==> src/rtl/bp_pkg.sv <==
// rtl/bp_pkg.sv - shared types and constants for the branch-predictor renew scheduler
//
// Purpose: FSM state encoding, queued update-entry record and the statistics
//          saturation value, shared by bp_renew_fifo and bp_renew_scheduler.
// Contents:
//   bp_state_t  S_RUN / S_SWEEP / S_DONE
//   bp_entry_t  {addr, taken, pred}; addr is held at BP_MAX_AW bits so the
//               record stays fixed-width for any LOW_ADDR_WIDTH up to 16
//   STAT_MAX    saturation value of the optional statistics counters
package bp_pkg;

  typedef enum logic [1:0] {
    S_RUN   = 2'd0,
    S_SWEEP = 2'd1,
    S_DONE  = 2'd2
  } bp_state_t;

  localparam int BP_MAX_AW = 16;

  typedef struct packed {
    logic [BP_MAX_AW-1:0] addr;
    logic                 taken;
    logic                 pred;
  } bp_entry_t;

  localparam logic [15:0] STAT_MAX = 16'hFFFF;

endpackage

==> src/rtl/bp_renew_fifo.sv <==
// rtl/bp_renew_fifo.sv - in-order pending-update FIFO with synchronous flush
//
// Purpose: holds resolved-branch updates until the scheduler issues them.
// Ports:
//   clk, rst_n   clock, asynchronous active-low reset
//   i_push       write i_data at the tail (ignored when full or flushing)
//   i_data       entry to write
//   i_pop        drop the head entry (ignored when empty or flushing)
//   i_flush      empty the FIFO at the next edge; beats push and pop
//   o_head       current head entry, valid while !o_empty
//   o_empty      no entries held
//   o_full       DEPTH entries held
module bp_renew_fifo
  import bp_pkg::*;
#(
  parameter int DEPTH = 4
) (
  input  logic      clk,
  input  logic      rst_n,
  input  logic      i_push,
  input  bp_entry_t i_data,
  input  logic      i_pop,
  input  logic      i_flush,
  output bp_entry_t o_head,
  output logic      o_empty,
  output logic      o_full
);

  localparam int AW = $clog2(DEPTH);

  // One extra pointer bit: equal low bits with differing MSB means full.
  logic [AW:0] r_wr_ptr;
  logic [AW:0] r_rd_ptr;
  bp_entry_t   r_mem [DEPTH];
  logic        w_push;
  logic        w_pop;

  assign o_empty = (r_wr_ptr == r_rd_ptr);
  assign o_full  = (r_wr_ptr[AW] != r_rd_ptr[AW]) &&
                   (r_wr_ptr[AW-1:0] == r_rd_ptr[AW-1:0]);
  assign o_head  = r_mem[r_rd_ptr[AW-1:0]];
  assign w_push  = i_push && !o_full && !i_flush;
  assign w_pop   = i_pop && !o_empty && !i_flush;

  always_ff @(posedge clk or negedge rst_n) begin
    if (!rst_n) begin
      r_wr_ptr <= '0;
      r_rd_ptr <= '0;
    end else if (i_flush) begin
      r_wr_ptr <= '0;
      r_rd_ptr <= '0;
    end else begin
      if (w_push) r_wr_ptr <= r_wr_ptr + 1'b1;
      if (w_pop)  r_rd_ptr <= r_rd_ptr + 1'b1;
    end
  end

  always_ff @(posedge clk) begin
    if (w_push) r_mem[r_wr_ptr[AW-1:0]] <= i_data;
  end

endmodule

==> src/rtl/bp_renew_scheduler.sv <==
// rtl/bp_renew_scheduler.sv - sequences the local branch predictor renew port
//
// Purpose: queues resolved branches, issues at most one renew per cycle,
//          defers a renew colliding with a same-address lookup for at most
//          STALL_LIMIT cycles, and runs a full-table clear sweep on request.
// Optional: BP_RENEW_STATS_EN adds stat_issued / stat_mispred counters.
// Ports:
//   clk, rst_n                         clock, asynchronous active-low reset
//   resolve_valid/ready/addr/taken/pred  update handshake from execute
//   predict_valid/addr                 snooped fetch-side lookup
//   flush                              discard queued, not-yet-issued updates
//   sweep_req / sweep_busy / sweep_done  table clear request and status
//   renew_valid/addr/result, last_predict  registered renew port
//   stat_issued, stat_mispred          saturating counters (optional)
module bp_renew_scheduler
  import bp_pkg::*;
#(
  parameter int LOW_ADDR_WIDTH = 8,
  parameter int FIFO_DEPTH     = 4,
  parameter int STALL_LIMIT    = 3
) (
  input  logic                      clk,
  input  logic                      rst_n,
  input  logic                      resolve_valid,
  output logic                      resolve_ready,
  input  logic [LOW_ADDR_WIDTH-1:0] resolve_addr,
  input  logic                      resolve_taken,
  input  logic                      resolve_pred,
  input  logic                      predict_valid,
  input  logic [LOW_ADDR_WIDTH-1:0] predict_addr,
  input  logic                      flush,
  input  logic                      sweep_req,
  output logic                      sweep_busy,
  output logic                      sweep_done,
  output logic                      renew_valid,
  output logic [LOW_ADDR_WIDTH-1:0] renew_addr,
  output logic                      renew_result,
  output logic                      last_predict
`ifdef BP_RENEW_STATS_EN
  ,
  output logic [15:0]               stat_issued,
  output logic [15:0]               stat_mispred
`endif
);

  bp_state_t                 r_state;
  logic [3:0]                r_stall_cnt;
  logic [LOW_ADDR_WIDTH-1:0] r_sweep_cnt;

  bp_entry_t w_head;
  bp_entry_t w_in;
  logic      w_empty;
  logic      w_full;
  logic      w_in_run;
  logic      w_push;
  logic      w_pop;
  logic      w_conflict;
  logic      w_defer;
  logic      w_fifo_flush;

  assign w_in_run      = (r_state == S_RUN);
  assign resolve_ready = w_in_run && !w_full && !flush && !sweep_req;
  assign w_push        = resolve_valid && resolve_ready;
  assign w_in          = '{addr: BP_MAX_AW'(resolve_addr), taken: resolve_taken, pred: resolve_pred};

  // Defer only while under the stall budget; at the budget the head is forced out.
  assign w_conflict = predict_valid && !w_empty && (w_head.addr == BP_MAX_AW'(predict_addr));
  assign w_defer    = w_conflict && (r_stall_cnt < 4'(STALL_LIMIT));
  assign w_pop      = w_in_run && !w_empty && !w_defer && !flush && !sweep_req;

  // Entering the sweep discards the queue; a coincident flush collapses into it.
  assign w_fifo_flush = flush || (w_in_run && sweep_req);

  bp_renew_fifo #(
    .DEPTH (FIFO_DEPTH)
  ) u_fifo (
    .clk     (clk),
    .rst_n   (rst_n),
    .i_push  (w_push),
    .i_data  (w_in),
    .i_pop   (w_pop),
    .i_flush (w_fifo_flush),
    .o_head  (w_head),
    .o_empty (w_empty),
    .o_full  (w_full)
  );

  always_ff @(posedge clk or negedge rst_n) begin
    if (!rst_n) begin
      r_state      <= S_RUN;
      r_stall_cnt  <= '0;
      r_sweep_cnt  <= '0;
      sweep_busy   <= 1'b0;
      sweep_done   <= 1'b0;
      renew_valid  <= 1'b0;
      renew_addr   <= '0;
      renew_result <= 1'b0;
      last_predict <= 1'b0;
    end else begin
      renew_valid <= 1'b0;
      sweep_done  <= 1'b0;
      case (r_state)
        S_RUN: begin
          if (sweep_req) begin
            r_state     <= S_SWEEP;
            sweep_busy  <= 1'b1;
            r_sweep_cnt <= '0;
            r_stall_cnt <= '0;
          end else if (flush) begin
            r_stall_cnt <= '0;
          end else if (w_pop) begin
            renew_valid  <= 1'b1;
            renew_addr   <= w_head.addr[LOW_ADDR_WIDTH-1:0];
            renew_result <= w_head.taken;
            last_predict <= w_head.pred;
            r_stall_cnt  <= '0;
          end else if (w_defer) begin
            r_stall_cnt <= r_stall_cnt + 4'd1;
          end
        end
        S_SWEEP: begin
          renew_valid  <= 1'b1;
          renew_addr   <= r_sweep_cnt;
          renew_result <= 1'b0;
          last_predict <= 1'b0;
          if (r_sweep_cnt == {LOW_ADDR_WIDTH{1'b1}}) begin
            r_state     <= S_DONE;
            sweep_busy  <= 1'b0;
            sweep_done  <= 1'b1;
            r_sweep_cnt <= '0;
          end else begin
            r_sweep_cnt <= r_sweep_cnt + 1'b1;
          end
        end
        default: begin
          r_state <= S_RUN;
        end
      endcase
    end
  end

`ifdef BP_RENEW_STATS_EN
  // Counted at the edge that loads a queued entry into the renew registers.
  always_ff @(posedge clk or negedge rst_n) begin
    if (!rst_n) begin
      stat_issued  <= '0;
      stat_mispred <= '0;
    end else if (w_pop) begin
      if (stat_issued != STAT_MAX) stat_issued <= stat_issued + 16'd1;
      if ((w_head.taken != w_head.pred) && (stat_mispred != STAT_MAX))
        stat_mispred <= stat_mispred + 16'd1;
    end
  end
`endif

endmodule

==> config.mk <==
export PLATFORM = sky130hd
export DESIGN_NAME = bp_renew_scheduler
export DESIGN_NICKNAME = d
export VERILOG_FILES = /design/src/rtl/bp_pkg.sv /design/src/rtl/bp_renew_fifo.sv /design/src/rtl/bp_renew_scheduler.sv
export SDC_FILE = /design/constraint.sdc
export NUM_CORES = 1
export LEC_CHECK = 0
export ABC_AREA = 0
export BUFFER_PORTS_ARGS = -buffer_cell sky130_fd_sc_hd__buf_2
export CAP_MARGIN = 40
export CORE_UTILIZATION = 49
export DETAILED_ROUTE_END_ITERATION = 7
export GPL_ROUTABILITY_DRIVEN = 0
export PLACE_DENSITY = 0.72
export SLEW_MARGIN = 20
export SYNTH_ARGS = -nofsm -noshare
export SYNTH_HDL_FRONTEND = slang
export SYNTH_SLANG_ARGS = --single-unit
==> constraint.sdc <==
create_clock -name clk -period 2.16 [get_ports clk]
set_input_delay 0.324 -clock clk [delete_from_list [all_inputs] [get_ports clk]]
set_output_delay 0.324 -clock clk [all_outputs]
set_load 0.02 [all_outputs]
# After elaboration in Yosys (flattened, before gate mapping)
# Memory sizes are Yosys's and may differ from the RTL's.
# Cells that the tools add are included.
# word_totals
regBits	33
latch_bits	0
ram_bits	40
mem_bits_ro	0
inputBits	24
out_inout_bits	14
elab_cells	99
mem_count	1
# classes
add_sub_neg	4
multipliers	0
div	0
n_lt_le_gt_ge	1
n_eq_ne	11
shift	0
n_mux	37
n_bitwise	0
n_reduce_logical	34
# mem_list
memory	depth	width	rd	rd_ports_with_merged_regs	write_ports	line_no	source
u_fifo.r_mem	4	10	1	0	1	bp_renew_fifo.sv:34	bp_entry_t r_mem [DEPTH];
# ops
op	n
$mux W8	5
$pmux W8 S2	2
$logic_and A1 B1 Y1	17
$eq A16 B8 Y1	1
$mux W4	4
$mux W1	15
$mux W3	4
$add A8 B1 Y8 const B	1
$eq A8 B8 Y1 const B	1
$ne A2 B2 Y1 const B	4
$pmux W1 S2	4
$add A3 B1 Y3 const B	2
$logic_not A1 Y1	6
$reduce_and A2 Y1	3
$reduce_bool A2 Y1	3
$add A4 B1 Y4 const B	1
$lt A4 B2 Y1 const B	1
$mux W2	2
$pmux W2 S2	1
$reduce_and A4 Y1	1
$reduce_bool A4 Y1	1
$eq A3 B3 Y1	1
$reduce_and A3 Y1	1
$eq A2 B1 Y1 const B	1
other kinds (5)	5

# Longest topological paths before layout
# Gate-level depths: netlist (run 1).
# logic_depth
depth_word	13
mapped_depth	9
mapped_depth_nobuf	6

# Hierarchy
# From an unflattened synthesis (run 1), not the netlist that was laid out.
# unflattened
cells_unflattened	352
hier_area_um2	4948.5
# by_module_without_submodules
module	n_inst	cells_per_inst	area_per_inst_um2	seq_area_each_um2
bp_renew_fifo	1	159	3139.3	2312.2
bp_renew_scheduler	1	193	1809.2	675.6

# Worst setup path before layout (run 1)
# Ideal clock, no wire load.
# synth_timing
kind	flip-flop to flip-flop
from	register u_fifo.r_rd_ptr[0]
to	register renew_valid
setup_time_ns	0.124
arrival_time_ns	2.161
required_time_ns	2.036
slack_ns	-0.125
path_stages_with_launch	9
synth_period_minus_slack_ns	2.285
path_cell_list	dfrtp_1 buf_4 mux4_2 xnor2_1 nand3_1 o31a_1 buf_6 buf_6 or2_1
# synth_via
elab_chain_cells	13
# synth_lines
element	line_no	source
start, declared	bp_renew_fifo.sv:33	logic [AW:0] r_rd_ptr;
start signal, assigned	bp_renew_fifo.sv:54	if (w_pop) r_rd_ptr <= r_rd_ptr + 1'b1;
branches (longest 6 deep; another with $mem_v2 Z4 W10)	n/a	
$logic_and A1 B1 Y1 * (3 in series)	bp_renew_scheduler.sv:69	assign w_pop = w_in_run && !w_empty && !w_defer && !flush && !sweep_req;
$mux W1 *	bp_renew_scheduler.sv:111	end else if (w_pop) begin
$mux W1 *	bp_renew_scheduler.sv:109	end else if (flush) begin
$mux W1 *	bp_renew_scheduler.sv:104	if (sweep_req) begin
$pmux W1 S2 *	bp_renew_scheduler.sv:102	case (r_state)
end signal, assigned	bp_renew_scheduler.sv:100	renew_valid <= 1'b0;
end signal, assigned	bp_renew_scheduler.sv:112	renew_valid <= 1'b1;
end signal, assigned	bp_renew_scheduler.sv:122	renew_valid <= 1'b1;
end, declared	bp_renew_scheduler.sv:35	output logic renew_valid,
# Mark *: on every way between the ends.
# A chain may end at the register's enable or synchronous reset.

# Worst setup path after layout (run 1)
# layout_timing
from	register u_fifo.r_rd_ptr[0]
to	register last_predict
# layout_via
elab_chain_cells	11
# layout_lines
element	line_no	source
branches (longest 11 deep; another with $mem_v2 Z4 W10)	n/a	
end signal, assigned	bp_renew_scheduler.sv:115	last_predict <= w_head.pred;
end, declared	bp_renew_scheduler.sv:38	output logic last_predict
# Several ways; the timed one is not identified. The select of a mux whose other input is x is not followed.

==> results.txt, run 1 <==
status: complete, but fails checks
failing checks: setup timing
row count: 28
Peak VDD IR: 0.5191 mV
Hold WC Path Type: input port to asynchronous set/reset pin
Arrival @ worst endpoint: 2420 ps
Vias: 1963
MaxCap Viol Count: 0
Worst setup SP type: register
Post-synth EDFFs: 40
Yosys top cell area share: 38.40%
Cell Area, Synth: 0.003128 mm²
Fin Clk Skew: 7.317 ps
Tightest Pin Transition: 753.9 ps
clock buffer depth: 2
placed cell area: 0.003438 mm²
TritonRoute pass-1 iters: 4
pin count of the biggest net entering global routing: 34
initial drt markers: 58
Syn Inst Count: 224
fin crit share: 101.5%
Sink Count: 73
Setup WS pre-CTS: -101.4 ps
FFs w/ async S/R, synth: 45.21%
pwr dens: 905.4 mW/mm²
CTS buffer count: 9
Design Power: 0.003376 W
yosys warns: 0
syn nets: 255
Vias/cell: 5.483
Reg2Reg Depth: 9
dominant cell type by area after synthesis: edfxtp_1
Hold Buf Count CTS: 0
Starting Density: 51.91%
Tmin final: 2192 ps
Fin. Hold Viols: 0
initial antenna violation count: 0
Die Span X: 81.90 µm
Setup Viol. Count Final: 8
vias in the first global route: 1906
Fillers: 459
final non-filler cell total: 358
antenna viol nets, final: 0
routed length per instance: 16.92 µm
Worst setup EP type: register
root buf cell: clkbuf_8
Max Fclk: 456.2 MHz
gr usage total: 20.08%
DRT Wirelength: 6.057 mm
DP Cell Count: 337
leakage power: 1.496 nW
setup ws final: -32.21 ps
IO Port Bufs: 37
Seq/Total Area, Yosys: 64.80%
clk slew on worst S/H paths: 80 ps
Clock Latency Late Sink: 340 ps
nets@finish: 309
area delta synth->final: 19.20%
setup repair after global routing missed its margin: true
Area contributors post-synth: edfxtp_1, dfrtp_1, mux4_2
main flop type after synthesis: edfxtp_1
Setup CP Type: register to register
synthesized flop and latch total: 73
Required @ worst endpoint: 2390 ps
syn_area_per_cell: 13.96 µm²
synth unique cells: 34
CTS H-tree lvls: 3
DIE AREA: 0.006707 mm²
I/O pin cnt: 38
Final HPWL DP: 4.122 mm
grt ovf: 0
layout cells sized above 1: 28.98%
Worst Path Max Fanout: 17
CTS tree: yes
post-route cell area: 0.003729 mm²
antenna fix cells: 0
most frequent cells in the layout: edfxtp_1, buf_2, dfrtp_1
detailed-route DRC error count: 0
final max-slew violation count: 0
Core Box Area: 0.006026 mm²
first-pass GRT wire length: 9.446 mm
commonest non-fill, non-tap cell in the layout: edfxtp_1
slew margin rel.: 49.74%
Die H: 81.90 µm
-- layout make-up --
class                           instances  area, µm²  share of cell area (%)
Sequential cell                        73       2029                   54.43
Multi-Input combinational cell        140       1065                   28.56
Timing Repair Buffer                   51      310.3                   8.322
Clock buffer                           10      127.6                   3.423
Tap cell                               75      93.84                   2.517
Clock inverter                          6      91.34                   2.450
Inverter                                3      11.26                  0.3020
-- where the power goes --
group,switching [W],internal [W],leakage (nW)
logic,0.000290,0.000193,0.602
clock network,0.000514,0.000657,0.111
registers,0.000123,0.00160,0.783
total,0.000928,0.00245,1.50
-- critical path, cell delays in order, from the launching register on --
cell and delay, ps:
dfrtp_2 400, buf_6 140, mux4_2 560, xnor2_2 160, nand3_1 80, o31a_1 310
buf_12 170, buf_4 150, nand2_1 50, o21ai_1 50
-- flip-flops by register name, summed over array words and instances, names as in the netlist --
| name | count |
|---|---|
| sweep_done | 1 |
| renew_valid | 1 |
| r_state | 2 |
| renew_addr | 8 |
| r_sweep_cnt | 8 |
| sweep_busy | 1 |
| u_fifo.r_wr_ptr | 3 |
| r_stall_cnt | 4 |
| u_fifo.r_mem | 40 |
| u_fifo.r_rd_ptr | 3 |
| renew_result | 1 |
| last_predict | 1 |
-- stage by stage --
stage | hold slack, ps | TNS, ps | utilization, %
6_report | 45.62 | -79.88 | 61.88
5_1_grt | 95.75 | -1344 | 61.88
4_1_cts | 56.35 | -11.46 | 61.25
3_5_place_dp | 427.6 | -880.2 | 57.06
3_3_place_gp | 426.2 | -540.5 | 57.06
2_1_floorplan | 28.41 | -21.80 | -
-- layer usage --
layer  global-route usage [%]  vias up  routed length, µm  share of wire, %
met5                        0        -                  0                 0
met4                    8.772        0                101               1.7
met3                    4.556       14                274               4.5
met2                    32.81       52               3041                50
met1                    25.57      975               2640                44
li1                         -      922                  -                 -
-- kinds of logic (layout without fill, tap and decap cells) --
| logic type | after synthesis | in the layout | synth area share (%) |
|---|---|---|---|
| flip-flops | 73 | 73 | 64.80 |
| AND/OR/NAND/NOR | 70 | 70 | 10.64 |
| AO/OA/AOI/OAI | 26 | 26 | 4.640 |
| buffers and inverters | 11 | 70 | 1.960 |
| multiplexers | 20 | 20 | 10.40 |
| adder cells (fa/ha/maj) | 7 | 7 | 2.800 |
| XOR/XNOR | 17 | 17 | 4.760 |
-- final timing paths --
path	slack [ps]	from	to
min	50	rst_n	sweep_busy
max	-30	u_fifo.r_rd_ptr[0]	last_predict
max reg2reg	-30	u_fifo.r_rd_ptr[0]	last_predict
min in group clk	190	resolve_addr[1]	u_fifo.r_mem[2][3]
min reg2reg	500	u_fifo.r_rd_ptr[2]	u_fifo.r_rd_ptr[2]
max in group asynchronous	1580	rst_n	u_fifo.r_rd_ptr[1]
-- repair_timing --
item	in CTS	in global routing
pin swaps	1	2
cloned	0	0
setup buffers	3	2
gates resized for setup	4	4
endpoints found under the setup margin	12	14
-- Yosys cell counts (2+ instances only) --
master    count
a21oi_1       8
a31oi_1       2
and2_1        4
and3_1        5
buf_6         2
clkbuf_1      4
dfrtp_1      33
edfxtp_1     40
ha_1          7
inv_1         3
mux2i_1      10
mux4_2       10
nand2_1      25
nand3_1       4
nand4_1       3
nor2_1       15
nor2b_1       2
nor3_1        6
o21ai_0       7
o21ai_1       5
xnor2_1      12
xor2_1        5
Power figures use the tool's default switching activity.
==> inputs of run 2 (changes only) <==
Settings changed: PLACE_DENSITY 0.72 to 0.7, SYNTH_HIERARCHICAL set to 1.
==> results.txt, run 2 <==
Max Fclk: 391.3 MHz
Design Power: 0.003481 W
MaxCap Viol Count: 0
clock buffer depth: 2
pin count of the biggest net entering global routing: 34
IO Port Bufs: 37
initial drt markers: 148
Fillers: 710
GRT met3 Usage: 6.644%
GRT met1 Usage: 28.80%
Vias/cell: 5.661
Internal: 0.002743 W
Tightest Pin Transition: 593.0 ps
synth unique cells: 52
DIE AREA: 0.01051 mm²
Setup Viol. Count Final: 88
failing checks: setup timing
Peak VDD IR: 0.7470 mV
Die Span X: 102.5 µm
Clock Latency Late Sink: 380 ps
synthesized flop and latch total: 105
Net Sw Frac: 21.21%
Yosys top cell area share: 43.69%
vias in the first global route: 3530
CTS buffer count: 9
CTS tree: yes
antenna fix cells: 0
pwr dens: 523.6 mW/mm²
status: complete, but fails checks
sw power: 0.0007382 W
Setup CP Type: register to register
first-pass GRT wire length: 18.13 mm
clk slew on worst S/H paths: 100 ps
syn_area_per_cell: 14.06 µm²
gr usage total: 23.95%
Starting Density: 50.63%
Post-synth EDFFs: 72
Reg2Reg Depth: 9
Fin Clk Skew: 11.46 ps
fin crit share: 118.3%
critical-path cell list: buf_12 > buf_12 > mux4_2 > nor4_4 > and4_4 > a31oi_4 > nor3b_4 > a2bb2oi_2 > o311ai_2
grt ovf: 0
Setup WS pre-CTS: -394.5 ps
leakage power: 2.569 nW
Required @ worst endpoint: 2400 ps
Arrival @ worst endpoint: 2800 ps
busiest grt layer: met2
initial antenna violation count: 0
FFs w/ async S/R, synth: 31.43%
nets@finish: 525
min-delay src: resolve_addr[2]
CP Buf/Inv Count: 2
met2 usage: 40.82%
Comb power frac: 2.7%
dominant cell type by area after synthesis: edfxtp_1
Worst setup EP type: register
Tmin final: 2556 ps
root buf cell: clkbuf_8
Cell Area, Synth: 0.004948 mm²
final max-slew violation count: 0
row count: 36
yosys warns: 6
Worst path slowest cell: mux4_2
layout cells sized above 1: 40.48%
Fin. Hold Viols: 0
I/O pin cnt: 38
WP depth: 9
DRT Wirelength: 11.56 mm
Vias: 3578
Worst path max stage delay: 540 ps
Post-Route Setup TNS: -27680 ps
reg-to-reg endpoint: u_fifo/r_rd_ptr[0]
Area contributors post-synth: edfxtp_1, dfrtp_1, mux4_2
most instantiated library cell after synthesis: edfxtp_1
antenna viol nets, final: 0
setup repair after global routing missed its margin: true
most frequent cells in the layout: edfxtp_1, buf_4, buf_2
CP most frequent cell: buf_12
final core occ: 68.01%
max FFs per register: 72
Worst setup SP type: register
setup ws final: -395.5 ps
multi-input logic area: 0.002190 mm²
Syn Inst Count: 352
area delta synth->final: 34.34%
Reg power frac: 61.8%
commonest non-fill, non-tap cell in the layout: edfxtp_1
Sink Count: 105
main flop type after synthesis: edfxtp_1
FF+latch area: 0.002990 mm²
Core Box Area: 0.009774 mm²
CTS H-tree lvls: 3
detailed-route DRC error count: 0
Worst Hold Depth: 1
Final HPWL DP: 7.248 mm
r2r setup slk: -400 ps
slew margin rel.: 60.39%
TritonRoute pass-1 iters: 5
routed length per instance: 18.29 µm
hold path endpoint: u_fifo/r_mem[1][4]
Seq/Total Area, Yosys: 60.38%
Hold WC Path Type: input port to register
reg-to-reg startpoint: u_fifo/r_rd_ptr[0]
Post-synth top cells: edfxtp_1, dfrtp_1, nand2_1, mux4_2, nor4_1
Worst Path Max Fanout: 6
Clock Power Share: 35.5%
CP delay by family, top: simple AND/OR/NAND/NOR gates
Die H: 102.5 µm
## run 2: cell types whose count changed in the layout (fill, tap and decap cells not counted), moves of 6 or more
cell,change
o311ai_1,+7
conb_1,+32
mux4_2,+8
nor4_1,+9
edfxtp_1,+32
buf_6,+13
nor2_1,-6
a211oi_1,+9
buf_12,+14
o211ai_2,+6
or3_1,+9
buf_4,+35
and2_4,+8
## run 2: repair_timing
item                                    CTS  global route
hold buffers                              0             1
resized for setup                        39            20
endpoints found under the setup margin   88            90
setup buffers                            23             7
gates cloned                              7             0
hold endpoints to repair                  0             8
pin swaps                                12            13
## run 2: final cells by class
| class | instances | area share [%] |
|---|---|---|
| clock inverter | 6 | 1.092 |
| sequential | 105 | 44.98 |
| inverter | 5 | 0.3200 |
| tap | 133 | 2.503 |
| clock buffer | 10 | 1.920 |
| multi-input combinational | 256 | 32.94 |
| timing repair buffer | 117 | 16.24 |
## run 2: power groups by stage
stage	sequential, W	combinational, W	clock (W)
after floorplan	0.00220	0.0000226	0
after global placement	0.00220	0.0000778	0
after detailed placement	0.00220	0.0000786	0
after CTS	0.00215	0.0000842	0.00127
after global routing	0.00215	0.000104	0.00134
final	0.00215	0.0000939	0.00124
## run 2: worst reg2reg max path, stage by stage, from the launching register on
cell	delay, ps
dfrtp_2	420
buf_12	120
buf_12	120
mux4_2	540
nor4_4	340
and4_4	310
a31oi_4	130
nor3b_4	190
a2bb2oi_2	140
o311ai_2	130
## run 2: worst max path at each step
stage	from	to	slack, ps
2_1_floorplan	u_fifo/r_rd_ptr[0]	u_fifo/r_rd_ptr[1]	-290
3_3_place_gp	u_fifo/r_rd_ptr[0]	u_fifo/r_rd_ptr[0]	-320
3_5_place_dp	u_fifo/r_rd_ptr[0]	u_fifo/r_rd_ptr[0]	-390
4_1_cts	u_fifo/r_rd_ptr[0]	u_fifo/r_rd_ptr[0]	-330
5_1_grt	u_fifo/r_rd_ptr[0]	u_fifo/r_rd_ptr[2]	-500
6_report	u_fifo/r_rd_ptr[0]	u_fifo/r_rd_ptr[0]	-400
## run 2: cells by family (layout without fill, tap and decap cells)
family          after synthesis  count (layout)  share of synthesized area (%)
mux                          29              29                          10.47
fa+ha+maj                     7               7                          1.770
compound gates               61              61                          9.887
simple gates                110             113                          12.16
buf+inv                      25             138                          2.781
flops                       105             105                          60.38
other cells                   1              32                        0.07578
xor+xnor                     14              14                          2.478
## run 2: metal layers
layer	vias to the layer above	wire, µm
li1	1653	-
met1	1794	4705
met2	111	6058
met3	20	536
met4	0	259
met5	-	0
## run 2: stage by stage
stage | hold WS, ps | std cells | area (µm²)
3_5_place_dp | 454.3 | 581 | 5798
5_1_grt | 139.4 | 632 | 6648
4_1_cts | 45.43 | 626 | 6525
6_report | 161.7 | 632 | 6648
3_3_place_gp | 452.4 | 581 | 5798
2_1_floorplan | 28.41 | 383 | 5167
